--- src/rtl/game_state_controller.sv ---
// Game state controller: button synchronizer and debouncer, plus the
// IDLE/RUN/WIN/OVER game FSM with a post-game restart lockout.

package game_pkg;
    typedef enum logic [1:0] {
        IDLE = 2'd0,
        RUN  = 2'd1,
        WIN  = 2'd2,
        OVER = 2'd3
    } state_t;
endpackage

module game_state_controller
    import game_pkg::*;
#(
    parameter int unsigned DEBOUNCE_CYCLES = 240000,
    parameter int unsigned HOLD_CYCLES     = 24000000
) (
    input  logic       clk,
    input  logic       reset,
    input  logic       button_i,
    input  logic [6:0] score,
    output state_t     state,
    output logic       start_pulse,
    output logic       btn_level,
    output logic       btn_rise
);

    localparam int unsigned     DB_W     = (DEBOUNCE_CYCLES > 1) ? $clog2(DEBOUNCE_CYCLES) : 1;
    localparam logic [DB_W-1:0] DB_LAST  = DB_W'(DEBOUNCE_CYCLES - 1);
    localparam logic [24:0]     HOLD_MAX = 25'(HOLD_CYCLES);
    localparam logic [6:0]      WIN_SCORE = 7'd99;

    logic [1:0]      r_sync;
    logic [DB_W-1:0] r_db_cnt;
    logic            r_btn_level;
    logic            r_btn_rise;
    state_t          r_state;
    state_t          w_next_state;
    logic            r_start_pulse;
    logic            w_start;
    logic [24:0]     r_hold_cnt;
    logic            w_sync;
    logic            w_in_end;

    assign w_sync   = r_sync[1];
    assign w_in_end = (r_state == WIN) || (r_state == OVER);

    // Two-flop synchronizer for the asynchronous button input
    always_ff @(posedge clk or negedge reset) begin
        if (!reset) begin
            r_sync <= '0;
        end else begin
            r_sync <= {r_sync[0], button_i};
        end
    end

    // Debounce: accept a new level after DEBOUNCE_CYCLES consecutive differing samples
    always_ff @(posedge clk or negedge reset) begin
        if (!reset) begin
            r_db_cnt    <= '0;
            r_btn_level <= 1'b0;
            r_btn_rise  <= 1'b0;
        end else begin
            r_btn_rise <= 1'b0;
            if (w_sync != r_btn_level) begin
                if (r_db_cnt == DB_LAST) begin
                    r_btn_level <= w_sync;
                    r_btn_rise  <= w_sync;
                    r_db_cnt    <= '0;
                end else begin
                    r_db_cnt <= r_db_cnt + 1'b1;
                end
            end else begin
                r_db_cnt <= '0;
            end
        end
    end

    // Next-state logic; any unexpected encoding falls back to IDLE
    always_comb begin
        w_next_state = IDLE;
        case (r_state)
            IDLE: w_next_state = r_btn_rise ? RUN : IDLE;
            RUN: begin
                if (score >= WIN_SCORE) begin
                    w_next_state = WIN;
                end else if (score == '0) begin
                    w_next_state = OVER;
                end else begin
                    w_next_state = RUN;
                end
            end
            WIN, OVER: begin
                if (r_btn_rise && (r_hold_cnt == HOLD_MAX)) begin
                    w_next_state = IDLE;
                end else begin
                    w_next_state = r_state;
                end
            end
            default: w_next_state = IDLE;
        endcase
        w_start = (r_state == IDLE) && (w_next_state == RUN);
    end

    // State register and start strobe, registered together so they coincide
    always_ff @(posedge clk or negedge reset) begin
        if (!reset) begin
            r_state       <= IDLE;
            r_start_pulse <= 1'b0;
        end else begin
            r_state       <= w_next_state;
            r_start_pulse <= w_start;
        end
    end

    // Hold counter: zero outside WIN/OVER, so it is already clear on entry
    always_ff @(posedge clk or negedge reset) begin
        if (!reset) begin
            r_hold_cnt <= '0;
        end else if (!w_in_end) begin
            r_hold_cnt <= '0;
        end else if (r_hold_cnt != HOLD_MAX) begin
            r_hold_cnt <= r_hold_cnt + 25'd1;
        end
    end

    assign state       = r_state;
    assign start_pulse = r_start_pulse;
    assign btn_level   = r_btn_level;
    assign btn_rise    = r_btn_rise;

endmodule
--- config.mk ---
export PLATFORM = sky130hd
export DESIGN_NAME = game_state_controller
export DESIGN_NICKNAME = d
export VERILOG_FILES = /design/src/rtl/game_state_controller.sv
export SDC_FILE = /design/constraint.sdc
export NUM_CORES = 1
export LEC_CHECK = 0
export CAP_MARGIN = 15
export CORE_ASPECT_RATIO = 0.7
export CORE_MARGIN = 2
export CORE_UTILIZATION = 45
export DETAILED_ROUTE_END_ITERATION = 10
export PLACE_DENSITY = 0.74
export SYNTH_ARGS = -nofsm -noshare
export SYNTH_HDL_FRONTEND = slang
export SYNTH_SLANG_ARGS = --single-unit
--- constraint.sdc ---
create_clock -name clk -period 3 [get_ports clk]
set_input_delay 0.6 -clock clk [delete_from_list [all_inputs] [get_ports clk]]
set_output_delay 0.6 -clock clk [all_outputs]
set_load 0.02 [all_outputs]
==> run metrics <==
antenna violations before repair=0; Vias/cell=roughly 5.7; H-tree lvl count=2; Critical Path Source Type=register; Post-Syn Nets=about 280; Routed WL=~5.1 mm; nets=roughly 290; Clock Latency Late Sink=between 0.3 and 0.4 ns; R2R depth=4; Antenna Nets Post-Route=0; clock skew=0.0126 ns; post-DP HPWL=3.65 mm; Max VDD drop=between 200 and 250 uV; number of synthesized flops with an enable pin=0; chip height=around 67 um; Post-synth top flop=dfrtp_1; design area=around 0.0029 mm2; CTS tree=built; Rel. slew slack=0.469; area post-placement=between 0.002 and 0.003 mm2; Seq/Total Area, Yosys=0.493; Critical Path RT=2.40 ns; number of core rows=22; Die Width=93.8 um; synthesis-stage register bit count=50; Setup Viol. Count Final=0; CP top delay family=buffers and inverters; first-pass GRT wire length=roughly 8.9 mm; Synth Cell Area=0.00254 mm2; Slew Viols, Final=0; die area=approximately 0.0063 mm2; status=completed; core area=0.00534 mm2; Reg-to-Reg Start=r_hold_cnt[2]$_DFFE_PN0P_; drc violations=0; Placed Cells=344; Cell Chain, Critical Path=clkdlybuf4s50_1; clk buf depth=2; Crit-path slowest cell=clkdlybuf4s50_1; worst-path fanout max=6; Pint=~1000 uW; DR iter-0 viols=127; ratio of cells with drive above 1 in the final layout=0.0679; Gate power share=0.030; Max Cap Viol=0; DR vias=between 2k and 2.5k; Tightest Pin Transition=between 0.7 and 0.8 ns; largest net degree at the start of global routing=36; Crit Path Category=register to primary output; Multi-input gate area=between 0.001 and 0.0015 mm2; Flop pwr share=0.529; CTS Buf Count=5; Synth cell types=between 40 and 50; Ant. Diodes=0; Final Hold Viols=0; placer congestion estimate=0.838; fin crit share=0.677; Sequential Area=0.00125 mm2; root buffer cell=clkbuf_8; Port Buffers=14; DR pass1 iterations=4; post-DR wirelength/cell=~15 um; post-CTS setup buffers=0; Crit Reg-Reg Endpoint=r_hold_cnt[23]$_DFFE_PN0P_; worst reg2reg setup slack=between 1 and 1.5 ns; clock power share=0.441; fraction of registers with async set/reset=1.00; capturing element type of the critical path=primary output; Layout Cells excl Fill=between 300 and 400; P&R area growth vs syn=13.3%; Sw Pwr=263 uW; fin util=0.538; CTS sink cnt=50; FMAX=around 0.49 GHz; Initial Utilization=0.475; HP Class=input port to asynchronous set/reset pin; Synth Area per Inst=9.65 um2; Tot GR Track Use=0.184; clk slew on worst S/H paths=approximately 0.090 ns; hold_buf cts=0; Fillers=about 500; PwrDens=between 400 and 500 mW/mm2; Synth Warn #=0; switching share of power=0.204; IO Pins=15; total negative slack=0 ns; vias in the first global route=1851; Crit. path cell count=1; worst endpoint data arrival time=about 1.4 ns; P_leak=~0.0012 uW; post_cts resized=0; Worst path max stage delay=0.67 ns; RSZ-0062 raised after global routing=false; clock period minus worst slack=roughly 2 ns; crit path buf inv count=1; gr ovfl total=0; Synth Instances=263
cell usage after synthesis (2+ instances only):
master | number | area share
buf_2 | 2 | 0.0039
ha_1 | 3 | 0.015
a31o_2 | 2 | 0.0069
dfrtp_1 | 50 | 0.49
inv_1 | 11 | 0.016
nand2_1 | 16 | 0.024
nand3_1 | 16 | 0.032
o31ai_1 | 3 | 0.0089
nand4_4 | 2 | 0.017
nor4_1 | 7 | 0.017
o21ai_0 | 10 | 0.020
or3_1 | 9 | 0.022
nor3_1 | 11 | 0.022
nor4bb_1 | 2 | 0.0079
clkbuf_1 | 2 | 0.0030
and3_1 | 6 | 0.015
or4_1 | 2 | 0.0059
xor2_1 | 11 | 0.038
nand4_1 | 14 | 0.035
a21oi_1 | 19 | 0.037
xnor2_1 | 13 | 0.045
and4_1 | 4 | 0.014
nor2_1 | 30 | 0.044
state kept, by name, indices dropped and copies added, names as in the netlist:
signal       count
state            2
btn_level        1
r_hold_cnt      25
btn_rise         1
r_sync           2
start_pulse      1
r_db_cnt        18
layout by cell type (no fill, tap or decap), types with 2 or more instances in the layout:
master            n
a31o_2            2
nand2_1          16
clkdlybuf4s50_1  13
nand4_1          14
nor4bb_1          2
or3_1             9
nand4_4           2
clkbuf_8          5
o31ai_1           3
nor4_1            7
nand3_1          16
a21oi_1          19
nor3_1           11
xnor2_1          13
inv_1            11
nor2_1           30
and3_1            6
or4_1             2
and4_1            4
xor2_1           11
o21ai_0          10
ha_1              3
bufinv_16         2
dfrtp_1          50
power groups by stage:
stage / logic, uW / registers (uW) / clock network (uW)
after global placement: 39.8 / 695 / 0
final: 39.0 / 682 / 569
after detailed placement: 40.5 / 696 / 0
after floorplan: 12.0 / 695 / 0
after global routing: 44.8 / 683 / 610
after CTS: 40.6 / 682 / 583
stage by stage:
stage          hold slack (ns)  power [uW]  worst slack [ns]
6_report                 0.205        1290             0.968
5_1_grt                  0.228        1340             0.902
4_1_cts                  0.223        1310             0.958
3_5_place_dp             0.336         736              1.11
3_3_place_gp             0.333         735              1.18
2_1_floorplan            0.304         707              1.43
area by class of cell:
class                   instances  share of cell area
well taps                      72              0.0313
repair buffers                 15              0.0496
inverters                      12              0.0157
multi-input cells             195               0.420
flip-flops and latches         50               0.435
clock buffers                   5              0.0239
clock inverters                 3              0.0239
worst max path at each step:
stage | start | to | slack [ns]
floorplan | r_hold_cnt[0]$_DFFE_PN0P_ | r_hold_cnt[22]$_DFFE_PN0P_ | 1.43
detailed placement | r_hold_cnt[2]$_DFFE_PN0P_ | r_hold_cnt[23]$_DFFE_PN0P_ | 1.11
finish | state[0]$_DFF_PN0_ | state[0] | 0.97
global placement | r_hold_cnt[3]$_DFFE_PN0P_ | r_hold_cnt[23]$_DFFE_PN0P_ | 1.18
global route | state[0]$_DFF_PN0_ | state[0] | 0.90
CTS | state[0]$_DFF_PN0_ | state[0] | 0.96
per-layer routing:
metal  track usage  wire length, um  vias up
met4        0.0707               73        0
met3        0.0452              285        6
met1         0.266             2620      977
li1              -                -      980
met2         0.268             2150       50
met5             0                0        -
logic make-up after synthesis:
logic type,Yosys count,share of synthesized area
AO/OA/AOI/OAI,39,0.0878
XOR/XNOR,24,0.0828
adder cells (fa/ha/maj),3,0.0148
buffers and inverters,18,0.0306
flip-flops,50,0.493
multiplexers,2,0.00838
AND/OR/NAND/NOR,127,0.283
Power figures use the tool's default switching activity.
